==> config.mk <==
export PLATFORM = sky130hd
export DESIGN_NAME = memory_arbiter
export DESIGN_NICKNAME = d
export VERILOG_FILES = /design/src/rtl/memory_arbiter.sv
export SDC_FILE = /design/constraint.sdc
export NUM_CORES = 1
export LEC_CHECK = 0
export CORE_AREA = 10 10 123 125
export CTS_CLUSTER_DIAMETER = 30
export CTS_CLUSTER_SIZE = 12
export DETAILED_ROUTE_END_ITERATION = 7
export DIE_AREA = 0 0 133 135
export SETUP_SLACK_MARGIN = 0.1
export SYNTH_ARGS = -nofsm -noshare
export SYNTH_HDL_FRONTEND = slang
export SYNTH_SLANG_ARGS = --single-unit
==> constraint.sdc <==
create_clock -name CLK -period 6.1 [get_ports CLK]
set_clock_uncertainty 0.15 [all_clocks]
set_input_delay 0.915 -clock CLK [delete_from_list [all_inputs] [get_ports CLK]]
set_output_delay 0.915 -clock CLK [all_outputs]
set_load 0.03 [all_outputs]
==> src/rtl/memory_arbiter.sv <==
// rtl/memory_arbiter.sv - single-port RAM arbiter: coherence-controller data port vs two instruction ports.
// Data wins by default with burst lock; a saturating starve counter bounds how long instructions wait.
module memory_arbiter #(
    parameter int DSTARVE_MAX = 8
) (
    input  logic            CLK,
    input  logic            nRST,
    input  logic            ccREN,
    input  logic            ccWEN,
    input  logic [31:0]     ccaddr,
    input  logic [31:0]     ccstore,
    output logic            ccwait,
    output logic [31:0]     ccload,
    input  logic [1:0]      iREN,
    input  logic [1:0][31:0] iaddr,
    output logic [1:0]      iwait,
    output logic [1:0][31:0] iload,
    output logic            ramREN,
    output logic            ramWEN,
    output logic [31:0]     ramaddr,
    output logic [31:0]     ramstore,
    input  logic [1:0]      ramstate,
    input  logic [31:0]     ramload,
    output logic            ramerr
);
    localparam int SW = $clog2(DSTARVE_MAX) + 1;
    localparam logic [SW-1:0] SMAX = SW'(DSTARVE_MAX);
    localparam logic [1:0] RAM_ACCESS = 2'd2;
    localparam logic [1:0] RAM_ERROR  = 2'd3;

    typedef enum logic [1:0] {IDLE, DGRANT, IGRANT0, IGRANT1} state_t;

    state_t         state, state_next;
    logic           rr_ptr, rr_ptr_next;
    logic [SW-1:0]  starve, starve_next;
    logic           data_req, access, dcomplete, icomplete, icore, gcore;

    assign data_req  = ccREN | ccWEN;
    assign access    = (ramstate == RAM_ACCESS);
    assign gcore     = (state == IGRANT1);
    assign dcomplete = (state == DGRANT) && data_req && access;
    assign icomplete = ((state == IGRANT0) || (state == IGRANT1)) && iREN[gcore] && access;
    // rr_ptr names the core served last, so on a tie the other core goes next
    assign icore     = (&iREN) ? ~rr_ptr : iREN[1];

    always_ff @(posedge CLK or negedge nRST) begin
        if (!nRST) begin
            state  <= IDLE;
            rr_ptr <= 1'b1;
            starve <= '0;
            ramerr <= 1'b0;
        end else begin
            state  <= state_next;
            rr_ptr <= rr_ptr_next;
            starve <= starve_next;
            if (state != IDLE && ramstate == RAM_ERROR)
                ramerr <= 1'b1;
        end
    end

    always_comb begin
        starve_next = starve;
        if (icomplete || iREN == 2'b00)
            starve_next = '0;
        else if (dcomplete && starve != SMAX)
            starve_next = starve + 1'b1;
    end

    always_comb begin
        state_next  = state;
        rr_ptr_next = rr_ptr;
        ramREN      = 1'b0;
        ramWEN      = 1'b0;
        ramaddr     = '0;
        ramstore    = '0;
        ccwait      = 1'b1;
        ccload      = '0;
        iwait       = 2'b11;
        iload       = '0;
        case (state)
            IDLE: begin
                if (|iREN && (!data_req || starve == SMAX))
                    state_next = icore ? IGRANT1 : IGRANT0;
                else if (data_req)
                    state_next = DGRANT;
            end
            DGRANT: begin
                // simultaneous read and write is treated as a write
                ramWEN   = ccWEN;
                ramREN   = ccREN & ~ccWEN;
                ramaddr  = ccaddr;
                ramstore = ccstore;
                ccload   = ramload;
                if (dcomplete)
                    ccwait = 1'b0;
                // burst lock holds the grant unless instructions have starved long enough
                if (!data_req)
                    state_next = IDLE;
                else if (dcomplete && starve_next == SMAX && |iREN)
                    state_next = IDLE;
            end
            IGRANT0, IGRANT1: begin
                ramREN        = 1'b1;
                ramaddr       = iaddr[gcore];
                iload[gcore]  = ramload;
                if (!iREN[gcore]) begin
                    state_next = IDLE;
                end else if (access) begin
                    iwait[gcore] = 1'b0;
                    rr_ptr_next  = gcore;
                    state_next   = IDLE;
                end
            end
            default: state_next = IDLE;
        endcase
    end
endmodule

==> results.json, run 1 <==
{
  "synth-seq-cells": 8,
  "grt_overflow_total": 0,
  "cts_num_sinks": 8,
  "synth_top_area_share_pct": 27.91,
  "synthXorXnorAreaFrac_pct": 1.208,
  "max_stage_delay_ps": 900,
  "syn_to_final_growth_pct": 162.6,
  "grt_max_degree": 75,
  "layout_commonest_cell": "clkdlybuf4s50_1",
  "synth.mux.area_fraction_pct": 18.53,
  "yosysSeqAreaShare_pct": 9.264,
  "hpwlAfterDp_um": 14620,
  "timing.rr.end": "state[0]",
  "dpl_cell_area_um2": 5627,
  "wirelength_um": 17570,
  "ir_drop_v": 0.0002793,
  "cts_hold_buffers": 0,
  "drv_slew": 0,
  "nets": 768,
  "leakagePower_nw": 2.253,
  "grt.total_usage_pct": 17.93,
  "status": "completed",
  "drtPass1Iterations": 5,
  "clock-root-buffer": "clkbuf_16",
  "antenna_found_initial": 2,
  "dieWidth_um": 133,
  "final_antenna_net_count": 0,
  "synth_top_family_by_area": "simple AND/OR/NAND/NOR gates",
  "grt_pass1_wl_um": 24620,
  "cts.clk_slew.worst_paths_ps": 30,
  "synth_nets": 460,
  "die_y_um": 135,
  "synthArstFlopShare_pct": 100.0,
  "synth.distinct_cells": 41,
  "post_cts_buffers": 0,
  "synthTopCellsByArea": "and2_1, mux2_2, a22o_1",
  "r2r_slack_ps": 3730,
  "netlist_area_um2": 2175,
  "synth_compound_area_share_pct": 18.01,
  "worstMarginPinSlew_ps": 1191,
  "max_freq_mhz": 245.5,
  "fin_util_pct": 45.44,
  "core_um2": 12570,
  "crit_path_max_fanout": 68,
  "htree_levels": 1,
  "synth_ff_type": "dfrtp_1",
  "final-setup-viol-count": 0,
  "clk_path_buf_depth": 2,
  "design_area_um2": 5710,
  "cts_tree": "done",
  "path_depth": 4,
  "synth_top_area_cell": "and2_1",
  "p_switching_mw": 1.066,
  "vias": 3445,
  "p_per_area_nw_per_um2": 350.8,
  "slowest_stage": "nor2b_4",
  "synth_fa_ha_area_share_pct": 1.151,
  "worst_setup_path_start_kind": "register",
  "power.internal_mw": 0.9372,
  "critPathArrivalTime_ps": 3010,
  "swShare_pct": 53.21,
  "rr_worst_depth": 4,
  "r2r-start": "state[1]",
  "whs_ps": 319.3,
  "hold_viol": 0,
  "seq_power_share_pct": 3.9,
  "synth_warnings": 0,
  "most-common-layout-cells": "clkdlybuf4s50_1, and2_1, mux2_2",
  "path_class": "register to primary output",
  "fin_tns_setup_ps": 0,
  "gp_congestion": 0.8673,
  "critPathBufInv": 2,
  "die_area_um2": 17960,
  "clk_latency_ps": 230,
  "cpLargestDelayFamily": "buffers and inverters",
  "drc": 0,
  "period_needed_ps": 4073,
  "relSlewSlack_pct": 20.45,
  "via_per_inst": 4.468,
  "syn_avg_cell_area_um2": 7.499,
  "grt_pass1_vias": 3529,
  "synth_edf_count": 0,
  "netlist_instances": 290,
  "pwr-share-clk_pct": 5.5,
  "start_util_pct": 17.30,
  "fin_crit_sh_pct": 66.78,
  "path_cells": "nor2b_4 -> buf_4 -> a22o_1 -> clkdlybuf4s50_1",
  "yosys.area_share.simple_pct": 45.22,
  "setup.worst_path.end": "ramaddr[31]",
  "pwr-share-comb_pct": 90.6,
  "drive_gt1_share_pct": 8.040,
  "drv_cap": 0,
  "cts-buffers-inserted": 3,
  "nFillCells": 1241,
  "hold_class": "register to register",
  "dr.first_iter.drc_count": 116,
  "hold_start": "rr_ptr",
  "cts_resized": 0,
  "row_count": 41,
  "pin_count": 334,
  "port_buffers": 333,
  "worstSetupStartpoint": "state[1]",
  "wl_per_cell_um": 22.78,
  "end_kind": "primary output",
  "grt_setup_unrepaired": "no",
  "cp.required_ps": 5030
}
==> through the flow <==
step,cells,setup slack (ps),power (mW)
floorplan,290,3430,1.133
global placement,765,2244,1.905
detailed placement,765,2203,1.911
CTS,769,1960,2.032
global route,770,1796,2.099
finish,771,2027,2.003
==> metal layers <==
| layer | vias to the layer above | wire length, um | track usage (%) |
|---|---|---|---|
| met4 | 2 | 219 | 2.995 |
| met5 | - | 13 | 0 |
| met3 | 14 | 1868 | 8.049 |
| met2 | 209 | 8819 | 32.48 |
| met1 | 1576 | 6644 | 18.93 |
| li1 | 1644 | - | - |
==> flip-flops by register name, summed over array words and instances, names as in the netlist <==
register / cells
ramerr: 1
rr_ptr: 1
starve: 4
state: 2
==> cells by family (layout without fill, tap and decap cells) <==
kind of cell,Yosys count,after routing
adder cells (fa/ha/maj),2,2
multiplexers,36,36
other,0,2
flip-flops,8,8
buffers and inverters,36,343
AND/OR/NAND/NOR,160,160
XOR/XNOR,3,3
AO/OA/AOI/OAI,45,45
==> cells in the mapped netlist, types with 2 or more instances <==
master	n
buf_1	2
inv_1	2
ha_1	2
nand2b_1	3
clkbuf_1	27
xnor2_1	2
and3_1	32
nand4_1	3
and2_1	97
dfrtp_1	7
mux2i_1	2
mux2_2	33
a32oi_1	2
nand2_1	6
nand3_1	2
buf_2	4
a22o_1	32
nor2b_1	3
or4bb_1	2
nor2_1	6
==> worst min path at each step <==
stage / end / slack [ps] / cells after the start
after floorplan: rr_ptr / 290 / 2
after global placement: ramerr / 300 / 1
after detailed placement: ramerr / 320 / 1
after CTS: rr_ptr / 330 / 2
after global routing: ramerr / 350 / 1
final: rr_ptr / 320 / 2
==> worst register-to-register path: stages (launching register included) <==
cell	delay, ps
dfrtp_2	410
nor2b_4	900
and4b_1	330
a32oi_1	110
mux2_1	340
==> power groups by stage <==
stage | Clock, mW | Sequential [mW] | Combinational, mW
global placement | 0 | 0.0788 | 1.83
detailed placement | 0 | 0.0796 | 1.83
finish | 0.111 | 0.0783 | 1.81
floorplan | 0 | 0.0744 | 1.06
global route | 0.116 | 0.0802 | 1.90
CTS | 0.113 | 0.0790 | 1.84
==> cell type report <==
cell class | count | area (um2) | share of cell area, %
repair buffers | 337 | 3363 | 58.90
well taps | 172 | 215.2 | 3.769
inverters | 2 | 7.507 | 0.1315
flip-flops and latches | 8 | 203.9 | 3.571
clock buffers | 4 | 78.83 | 1.380
diodes | 2 | 5.005 | 0.08764
multi-input cells | 246 | 1837 | 32.16
No activity file was read; power rests on OpenSTA's default activity.
==> inputs of run 2 (changes only) <==
--- a/config.mk
+++ b/config.mk
@@ -10,6 +10,7 @@
 export CTS_CLUSTER_SIZE = 12
 export DETAILED_ROUTE_END_ITERATION = 7
 export DIE_AREA = 0 0 133 135
+export PLACE_DENSITY = 0.66
 export SETUP_SLACK_MARGIN = 0.1
 export SYNTH_ARGS = -nofsm -noshare
 export SYNTH_HDL_FRONTEND = slang
==> constraint.sdc (replaced) <==
create_clock -name CLK -period 3.3 [get_ports CLK]
set_clock_uncertainty 0.15 [all_clocks]
set_input_delay 0.495 -clock CLK [delete_from_list [all_inputs] [get_ports CLK]]
set_output_delay 0.495 -clock CLK [all_outputs]
set_load 0.03 [all_outputs]
==> results.json, run 2 (same netlist as run 1, synthesis figures left out) <==
{
  "dieWidth_um": 133,
  "period_needed_ps": 2860,
  "die_y_um": 135,
  "max_freq_mhz": 349.7,
  "crit_path_max_fanout": 7,
  "layout_commonest_cell": "clkdlybuf4s50_1",
  "grt.total_usage_pct": 16.14,
  "setup_slack_ps": 440.4,
  "most-common-layout-cells": "clkdlybuf4s50_1, and2_1, mux2_2",
  "regMostFlops": "starve",
  "wirelength_um": 15750,
  "critPathArrivalTime_ps": 2210,
  "cp.required_ps": 2650,
  "r2r-start": "state[0]",
  "p_per_area_nw_per_um2": 645.1,
  "pin_count": 334,
  "grt_setup_unrepaired": "no",
  "status": "completed",
  "cts.clk_slew.worst_paths_ps": 40,
  "htree_levels": 1,
  "antenna_cells": 0,
  "worst_setup_path_start_kind": "input port",
  "nFillCells": 1223,
  "grt_pass1_wl_um": 23120,
  "relSlewSlack_pct": 72.35,
  "post_cts_buffers": 0,
  "dpl_cell_area_um2": 5709,
  "vias": 3433,
  "cts_tree": "done",
  "place_worst_setup_slack_ps": 466.9,
  "worstMarginPinSlew_ps": 413.5,
  "rr_worst_depth": 5,
  "hold_viol": 0,
  "drc": 0,
  "hold_class": "register to register",
  "leakagePower_nw": 2.289,
  "dr.first_iter.drc_count": 187,
  "fin_tns_setup_ps": 0,
  "seq_area_um2": 203.9,
  "via_per_inst": 4.447,
  "clock-root-buffer": "clkbuf_16",
  "cts_resized": 0,
  "start_util_pct": 17.30,
  "hold_depth": 2,
  "wl_per_cell_um": 20.40,
  "clk_latency_ps": 240,
  "nets": 771,
  "hold_start": "rr_ptr",
  "gp_congestion": 0.8519,
  "grt_max_degree": 68,
  "hpwlAfterDp_um": 13460,
  "min_to": "rr_ptr",
  "grt_pass1_vias": 3552,
  "timing.rr.end": "state[0]",
  "final_antenna_net_count": 0,
  "drv_cap": 0,
  "fin_crit_sh_pct": 86.65,
  "path_class": "input port to primary output",
  "multiInputGateArea_um2": 1839,
  "cts-buffers-inserted": 3,
  "ir_drop_v": 0.0003418,
  "drv_slew": 0,
  "syn_to_final_growth_pct": 166.2,
  "final-setup-viol-count": 0,
  "antenna_found_initial": 0,
  "die_area_um2": 17960,
  "end_kind": "primary output",
  "cts_num_sinks": 8,
  "grt_overflow_total": 0,
  "drtPass1Iterations": 4,
  "largest_reg_flops": 4,
  "cts_hold_buffers": 0,
  "row_count": 41,
  "r2r_slack_ps": 1240,
  "design_area_um2": 5788,
  "drive_gt1_share_pct": 9.000,
  "port_buffers": 333,
  "core_um2": 12570,
  "clk_path_buf_depth": 2,
  "top_regs": "starve x4, state x2"
}
-- run 2: cell types whose count changed in the layout (fill, tap and decap cells not counted) --
cell	before	now
nor2b_1	2	1
nor2b_2	0	1
buf_12	0	5
diode_2	2	0
clkdlybuf4s50_1	333	331
-- run 2: power by group --
group          leakage, nW  internal (mW)  switching [mW]
logic                 2.15           1.50            1.84
clock network       0.0382          0.162          0.0540
registers           0.0972          0.126          0.0486
-- run 2: layout make-up --
class / count / area share [%]
Timing Repair Buffer: 340 / 59.49
Multi-Input combinational cell: 246 / 31.78
Tap cell: 172 / 3.718
Sequential cell: 8 / 3.524
Clock buffer: 4 / 1.362
Inverter: 2 / 0.1297
-- run 2: worst max path at each step --
stage / start / end / slack, ps / cells past startpoint
after CTS: state[0] / ramaddr[23] / 410 / 4
final: ccWEN / ccwait / 440 / 4
after global placement: ccREN / ccwait / 470 / 4
after global routing: state[0] / ramaddr[29] / 310 / 4
after detailed placement: ccWEN / ccwait / 470 / 4
after floorplan: state[0] / ramaddr[18] / 1160 / 4
-- run 2: routing by layer --
| metal | share of wire [%] | up-vias | track usage (%) |
|---|---|---|---|
| met3 | 11 | 8 | 6.751 |
| met5 | 0 | - | 0 |
| met1 | 39 | 1571 | 17.39 |
| met4 | 0.93 | 0 | 2.567 |
| li1 | - | 1646 | - |
| met2 | 50 | 208 | 29.22 |
-- run 2: critical path: stages --
cell and delay [ps]:
clkdlybuf4s50_1 480, or2_2 410, nand3_1 130, clkdlybuf4s50_1 690
-- run 2: per-stage QoR --
step                      power [mW]  hold slack (ps)  utilization, %  instances
after floorplan                2.094            49.41               -        290
after global placement         3.538            298.8           45.43        768
after detailed placement       3.560            297.9           45.43        768
after CTS                      3.793            304.6           46.05        772
after global routing           3.929            334.9           46.05        772
final                          3.734            303.4           46.05        772
==> inputs of run 3 (changes only) <==
--- a/config.mk
+++ b/config.mk
@@ -6,7 +6,7 @@
 export NUM_CORES = 1
 export LEC_CHECK = 0
 export CORE_AREA = 10 10 123 125
-export CTS_CLUSTER_DIAMETER = 30
+export CTS_CLUSTER_DIAMETER = 50
 export CTS_CLUSTER_SIZE = 12
 export DETAILED_ROUTE_END_ITERATION = 7
 export DIE_AREA = 0 0 133 135
==> results of run 3 <==
Same layout as run 2: the final DEF is identical, and so are final timing and power.
